## config.mk

```make
export PLATFORM = sky130hd
export DESIGN_NAME = gray_to_binary_seq_flat
export DESIGN_NICKNAME = d
export VERILOG_FILES = /design/src/rtl/gray_pkg.sv /design/src/rtl/gray_to_binary_seq_if.sv /design/src/rtl/gray_to_binary_seq.sv /design/src/flat_wrapper.sv
export SDC_FILE = /design/constraint.sdc
export NUM_CORES = 1
export LEC_CHECK = 0
export CELL_PAD_IN_SITES_DETAIL_PLACEMENT = 1
export CELL_PAD_IN_SITES_GLOBAL_PLACEMENT = 1
export CORE_UTILIZATION = 46
export CTS_BUF_LIST = sky130_fd_sc_hd__clkbuf_8
export DETAILED_ROUTE_END_ITERATION = 8
export PLACE_DENSITY_LB_ADDON = 0.1
export SLEW_MARGIN = 0
export SYNTH_ARGS = -nofsm -noshare
export SYNTH_HDL_FRONTEND = slang
export SYNTH_SLANG_ARGS = --single-unit
```

## constraint.sdc

```tcl
create_clock -name clk -period 4.6 [get_ports clk]
set_input_delay 0.46 -clock clk [delete_from_list [all_inputs] [get_ports clk]]
set_output_delay 0.46 -clock clk [all_outputs]
set_load 0.1 [all_outputs]
```

## src/rtl/gray_pkg.sv

```systemverilog
// Shared constants for the sequential Gray-to-binary decoder:
// FSM state encodings and the default word width.
package gray_pkg;

   localparam logic [1:0] IDLE = 2'd0;
   localparam logic [1:0] CONV = 2'd1;
   localparam logic [1:0] HOLD = 2'd2;

   localparam int GRAY_W = 6;

endpackage

```

## src/rtl/gray_to_binary_seq_if.sv

```systemverilog
// Valid/ready bus between a Gray-coded source, the decoder and a binary consumer.
// The decoder takes the slave side; the source/consumer pair drives the master side.
interface gray_to_binary_seq_if
   import gray_pkg::*;
#(
   parameter int WIDTH = GRAY_W
) ();

   logic             in_valid;
   logic             in_ready;
   logic [WIDTH-1:0] g;
   logic             out_valid;
   logic             out_ready;
   logic [WIDTH-1:0] b;
   logic             busy;

   modport master (
      output in_valid,
      output g,
      output out_ready,
      input  in_ready,
      input  out_valid,
      input  b,
      input  busy
   );

   modport slave (
      input  in_valid,
      input  g,
      input  out_ready,
      output in_ready,
      output out_valid,
      output b,
      output busy
   );

endinterface

```

## src/rtl/gray_to_binary_seq.sv

```systemverilog
// Sequential Gray-to-binary decoder: one bit per clock, MSB first, using a running XOR.
// The critical path is a single XOR plus an index mux regardless of WIDTH.
module gray_to_binary_seq
   import gray_pkg::*;
#(
   parameter int WIDTH = GRAY_W
) (
   input  logic                clk,
   input  logic                rst_n,
   gray_to_binary_seq_if.slave bus
);

   localparam int                IDX_W   = $clog2(WIDTH);
   localparam logic [IDX_W-1:0]  IDX_TOP = IDX_W'(WIDTH - 1);
   localparam logic [IDX_W-1:0]  IDX_ONE = IDX_W'(1);
   localparam logic [IDX_W-1:0]  IDX_ZERO = IDX_W'(0);

   logic [1:0]       r_state;
   logic [WIDTH-1:0] r_g;
   logic [WIDTH-1:0] r_acc;
   logic [WIDTH-1:0] r_b;
   logic             r_p;
   logic [IDX_W-1:0] r_idx;
   logic             r_out_valid;
   logic             r_busy;

   logic             w_in_ready;
   logic             w_accept;
   logic             w_p_next;
   logic             w_last;
   logic [WIDTH-1:0] w_acc_next;

   // Ready is combinational so a HOLD retire and a new accept can share one edge
   always_comb begin
      w_in_ready = 1'b0;
      case (r_state)
         IDLE:    w_in_ready = 1'b1;
         HOLD:    w_in_ready = bus.out_ready;
         default: w_in_ready = 1'b0;
      endcase
   end

   assign w_accept = bus.in_valid && w_in_ready;
   assign w_p_next = r_p ^ r_g[r_idx];
   assign w_last   = (r_idx == IDX_ZERO);

   // Accumulator with the current bit replaced by the running parity
   always_comb begin
      w_acc_next        = r_acc;
      w_acc_next[r_idx] = w_p_next;
   end

   // Control FSM and datapath registers
   always_ff @(posedge clk or negedge rst_n) begin
      if (!rst_n) begin
         r_state     <= IDLE;
         r_g         <= {WIDTH{1'b0}};
         r_acc       <= {WIDTH{1'b0}};
         r_b         <= {WIDTH{1'b0}};
         r_p         <= 1'b0;
         r_idx       <= IDX_ZERO;
         r_out_valid <= 1'b0;
         r_busy      <= 1'b0;
      end else begin
         case (r_state)
            IDLE: begin
               if (w_accept) begin
                  r_g     <= bus.g;
                  r_acc   <= {WIDTH{1'b0}};
                  r_p     <= 1'b0;
                  r_idx   <= IDX_TOP;
                  r_busy  <= 1'b1;
                  r_state <= CONV;
               end
            end
            CONV: begin
               r_acc <= w_acc_next;
               r_p   <= w_p_next;
               if (w_last) begin
                  r_b         <= w_acc_next;
                  r_out_valid <= 1'b1;
                  r_busy      <= 1'b0;
                  r_state     <= HOLD;
               end else begin
                  r_idx <= r_idx - IDX_ONE;
               end
            end
            HOLD: begin
               // A retire with a waiting word skips IDLE entirely
               if (bus.out_ready) begin
                  r_out_valid <= 1'b0;
                  if (bus.in_valid) begin
                     r_g     <= bus.g;
                     r_acc   <= {WIDTH{1'b0}};
                     r_p     <= 1'b0;
                     r_idx   <= IDX_TOP;
                     r_busy  <= 1'b1;
                     r_state <= CONV;
                  end else begin
                     r_state <= IDLE;
                  end
               end
            end
            default: begin
               r_state     <= IDLE;
               r_out_valid <= 1'b0;
               r_busy      <= 1'b0;
            end
         endcase
      end
   end

   assign bus.in_ready  = w_in_ready;
   assign bus.out_valid = r_out_valid;
   assign bus.b         = r_b;
   assign bus.busy      = r_busy;

endmodule

```

## src/flat_wrapper.sv

```systemverilog
// flat-port wrapper written by rule: the top's interface ports become plain ports
module gray_to_binary_seq_flat import gray_pkg::*;
#(
   parameter int WIDTH = GRAY_W
)
  (clk, rst_n, bus_in_valid, bus_g, bus_out_ready, bus_in_ready, bus_out_valid, bus_b, bus_busy);
  gray_to_binary_seq_if #(.WIDTH(WIDTH)) bus_i ();
  input  logic clk;
  input  logic rst_n;
  input wire logic [$bits(bus_i.in_valid)-1:0] bus_in_valid;
  input wire logic [$bits(bus_i.g)-1:0] bus_g;
  input wire logic [$bits(bus_i.out_ready)-1:0] bus_out_ready;
  output wire logic [$bits(bus_i.in_ready)-1:0] bus_in_ready;
  output wire logic [$bits(bus_i.out_valid)-1:0] bus_out_valid;
  output wire logic [$bits(bus_i.b)-1:0] bus_b;
  output wire logic [$bits(bus_i.busy)-1:0] bus_busy;
  assign bus_i.in_valid = bus_in_valid;
  assign bus_i.g = bus_g;
  assign bus_i.out_ready = bus_out_ready;
  assign bus_in_ready = bus_i.in_ready;
  assign bus_out_valid = bus_i.out_valid;
  assign bus_b = bus_i.b;
  assign bus_busy = bus_i.busy;
  gray_to_binary_seq #(.WIDTH(WIDTH)) u_core (.clk(clk), .rst_n(rst_n), .bus(bus_i));
endmodule
```

==> key figures <==
Routing
  • DRC: 0
  • Wire per inst: roughly 16 um
  • Detailed Route WL: 2710 um
  • First-pass detailed-route iteration total: 4
  • Via count: 989
  • Antenna-violating nets left: 0
  • DR vias/cell: 5.68
  • Iteration-0 DRC count of the detailed router: 5

Critical path
  • Critical path class: primary input to output pin
  • CP Capture Type: output pin
  • Reg2Reg Setup Slack: 2650 ps
  • Most used cell, CP: clkdlybuf4s50_1
  • Critical-path top delay cell: clkdlybuf4s50_1
  • CP peak stage delay: 1150 ps
  • Top Family by Delay on Critical Path: buffers and inverters
  • Crit start category: primary input
  • Worst path bufs/invs: 3
  • Crit-path max FO: 3
  • Cell Chain, Critical Path: clkdlybuf4s50_1 > inv_1 > a21oi_1 > clkdlybuf4s50_1
  • Critical Path AT: around 2300 ps
  • Critical Path RT: slightly above 4000 ps

STA
  • Fmax: around 360 MHz
  • Worst hold slack: 483 ps
  • RSZ-0062 raised after global routing: no
  • Minimum clock period: about 2800 ps
  • Worst-Margin Slew: roughly 970 ps
  • Slew Limit Fails: 0
  • Worst Skew: just under 9 ps
  • Post-route setup TNS: 0 ps
  • Period Utilization, post-route: 60.6%
  • Slew headroom: a little over a third
  • # setup viols final: 0
  • Final hold vios: 0

Clock tree
  • Root buf cell: clkbuf_8
  • Clk_lat worst skew: between 200 and 300 ps
  • CTS Sinks: 26
  • CTS tree: done
  • CTS clk-pin slew, worst paths: ~90 ps
  • Clock H-tree levels: 1
  • Cts hold-fix bufs: 0
  • Post-CTS Resized: 0
  • Clock buffer depth: 2
  • Total CTS buffers: 3
  • Postcts setup bufs: 0

Place
  • Final Wtd Congestion: roughly 0.81
  • Hpwl dp: 2090 um
  • Port Buffers: 18

Synthesis
  • Syn Std Cell Area: ~1300 um2
  • EDFF count, synth: 0
  • Synth area leader: dfrtp_1
  • Syn_nets: 140
  • Ys Warns: 0
  • Largest cells by area after synthesis: dfrtp_1 50%, mux2_2 6.0%, nand2_1 4.3%
  • Yosys cell types: 35
  • Seq cells post-synth: 26
  • Top_reg_cell synth: dfrtp_1
  • Async SR Flop Fraction: 100%
  • Avg Inst Size Synth: 10.2 um2
  • Yosys top cell area share: 49.8%
  • Post-Synthesis Cells: 128
  • Seq/Total Area, Yosys: 49.8%

Floorplanning
  • Ports: 19
  • DIE HEIGHT: about 55 um
  • Die ar.: 3060 um2
  • Starting density of the core: a little over 50%
  • Die width: between 50 and 60 um
  • # rows: 18
  • Core Area: around 2600 um2

Global route
  • Grt ovf: 0
  • Pin count of the biggest net entering global routing: 27
  • Total global-route track usage: 19.9%
  • First-pass GRT wire length: about 4800 um
  • Initial antenna violation count: 0
  • Vias in the first global route: around 1100

Layout
  • Syn-to-layout area delta: 18.5%
  • Most common cell after layout, fill and taps aside: dfrtp_1
  • Most frequent cells in the layout: 26 x dfrtp_1, 18 x clkdlybuf4s50_1, 15 x nand2_1, 10 x o21ai_0
  • Final net count: approximately 160
  • N_diodes: 0
  • Ratio of cells with drive above 1 in the final layout: 11.8%

Worst hold path
  • Worst Hold Class: flop to flop

Job
  • Maxcap violations: 0

Run status
  • Run status: finished, final reports clean
==> registers in the layout, summed over array words and instances, names as in the netlist <==
register,cells
u_core.bus.b,6
u_core.r_acc,6
u_core.r_g,6
u_core.r_idx,3
u_core.r_state,2
u_core.bus.busy,1
u_core.bus.out_valid,1
u_core.r_p,1
==> per-layer routing <==
metal  up-vias  track usage [%]  wire (um)
met5         -                0          0
met4         0             5.36         31
met3         6             5.15        100
met2        26             34.6       1400
met1       488             24.3       1190
li1        469                -          -
==> Yosys cell counts, types with 2 or more instances <==
library cell,count
ha_1,2
nand2b_1,5
nor2_1,7
buf_2,4
nor2b_1,2
nand3_1,2
o21ai_0,10
o22ai_1,3
a21o_1,2
a31oi_1,2
mux2_2,7
nand2_1,15
mux2i_1,4
dfrtp_1,26
a21oi_1,7
inv_1,7
clkbuf_1,2
xnor2_1,3
or3_1,2
==> final timing paths <==
check / from / endpoint / cells after the start
max in group asynchronous: rst_n / u_core.r_acc[2] / 2
setup reg to reg: u_core.r_idx[0] / u_core.bus.b[4] / 5
min in group asynchronous: rst_n / u_core.bus.b[0] / 2
setup / recovery: bus_out_ready / bus_in_ready / 4
hold reg to reg: u_core.bus.b[1] / u_core.bus.b[1] / 2
hold / removal: u_core.bus.b[1] / u_core.bus.b[1] / 2
==> cells by family (layout without fill, tap and decap cells) <==
group | count (synthesis) | count (layout) | synth area share (%)
and+or+nand+nor | 38 | 38 | 13.9
AOI/OAI and AO/OA | 31 | 31 | 14.8
DFF | 26 | 26 | 49.8
buffers and inverters | 14 | 30 | 4.98
muxes | 13 | 13 | 12.0
xor gates and xnor gates | 4 | 4 | 2.68
adders and majority gates | 2 | 2 | 1.91
==> area by class of cell <==
class                           count  area (um2)
Clock buffer                        4        55.1
Fill cell                         295        1040
Inverter                            7        26.3
Multi-Input combinational cell     88         592
Sequential cell                    26         651
Tap cell                           30        37.5
Timing Repair Buffer               19         188
==> worst reg2reg max path, cell delays in order, from the launching register on <==
cell	delay, ps
dfrtp_1	570
inv_1	170
ha_1	260
nand2b_1	120
or2_1	350
mux2_2	380
==> per-stage QoR <==
step | instance area (um2) | setup slack [ps] | utilization [%] | instances
2_1_floorplan | 1310 | 1720 | - | 128
3_3_place_gp | 1490 | 1830 | 57.7 | 170
3_5_place_dp | 1490 | 1820 | 57.7 | 170
4_1_cts | 1550 | 1810 | 59.8 | 174
5_1_grt | 1550 | 1720 | 59.8 | 174
6_report | 1550 | 1810 | 59.8 | 174
Power is not shown: default switching activity piles up to over one toggle a cycle in this logic, so the estimate is an artifact.
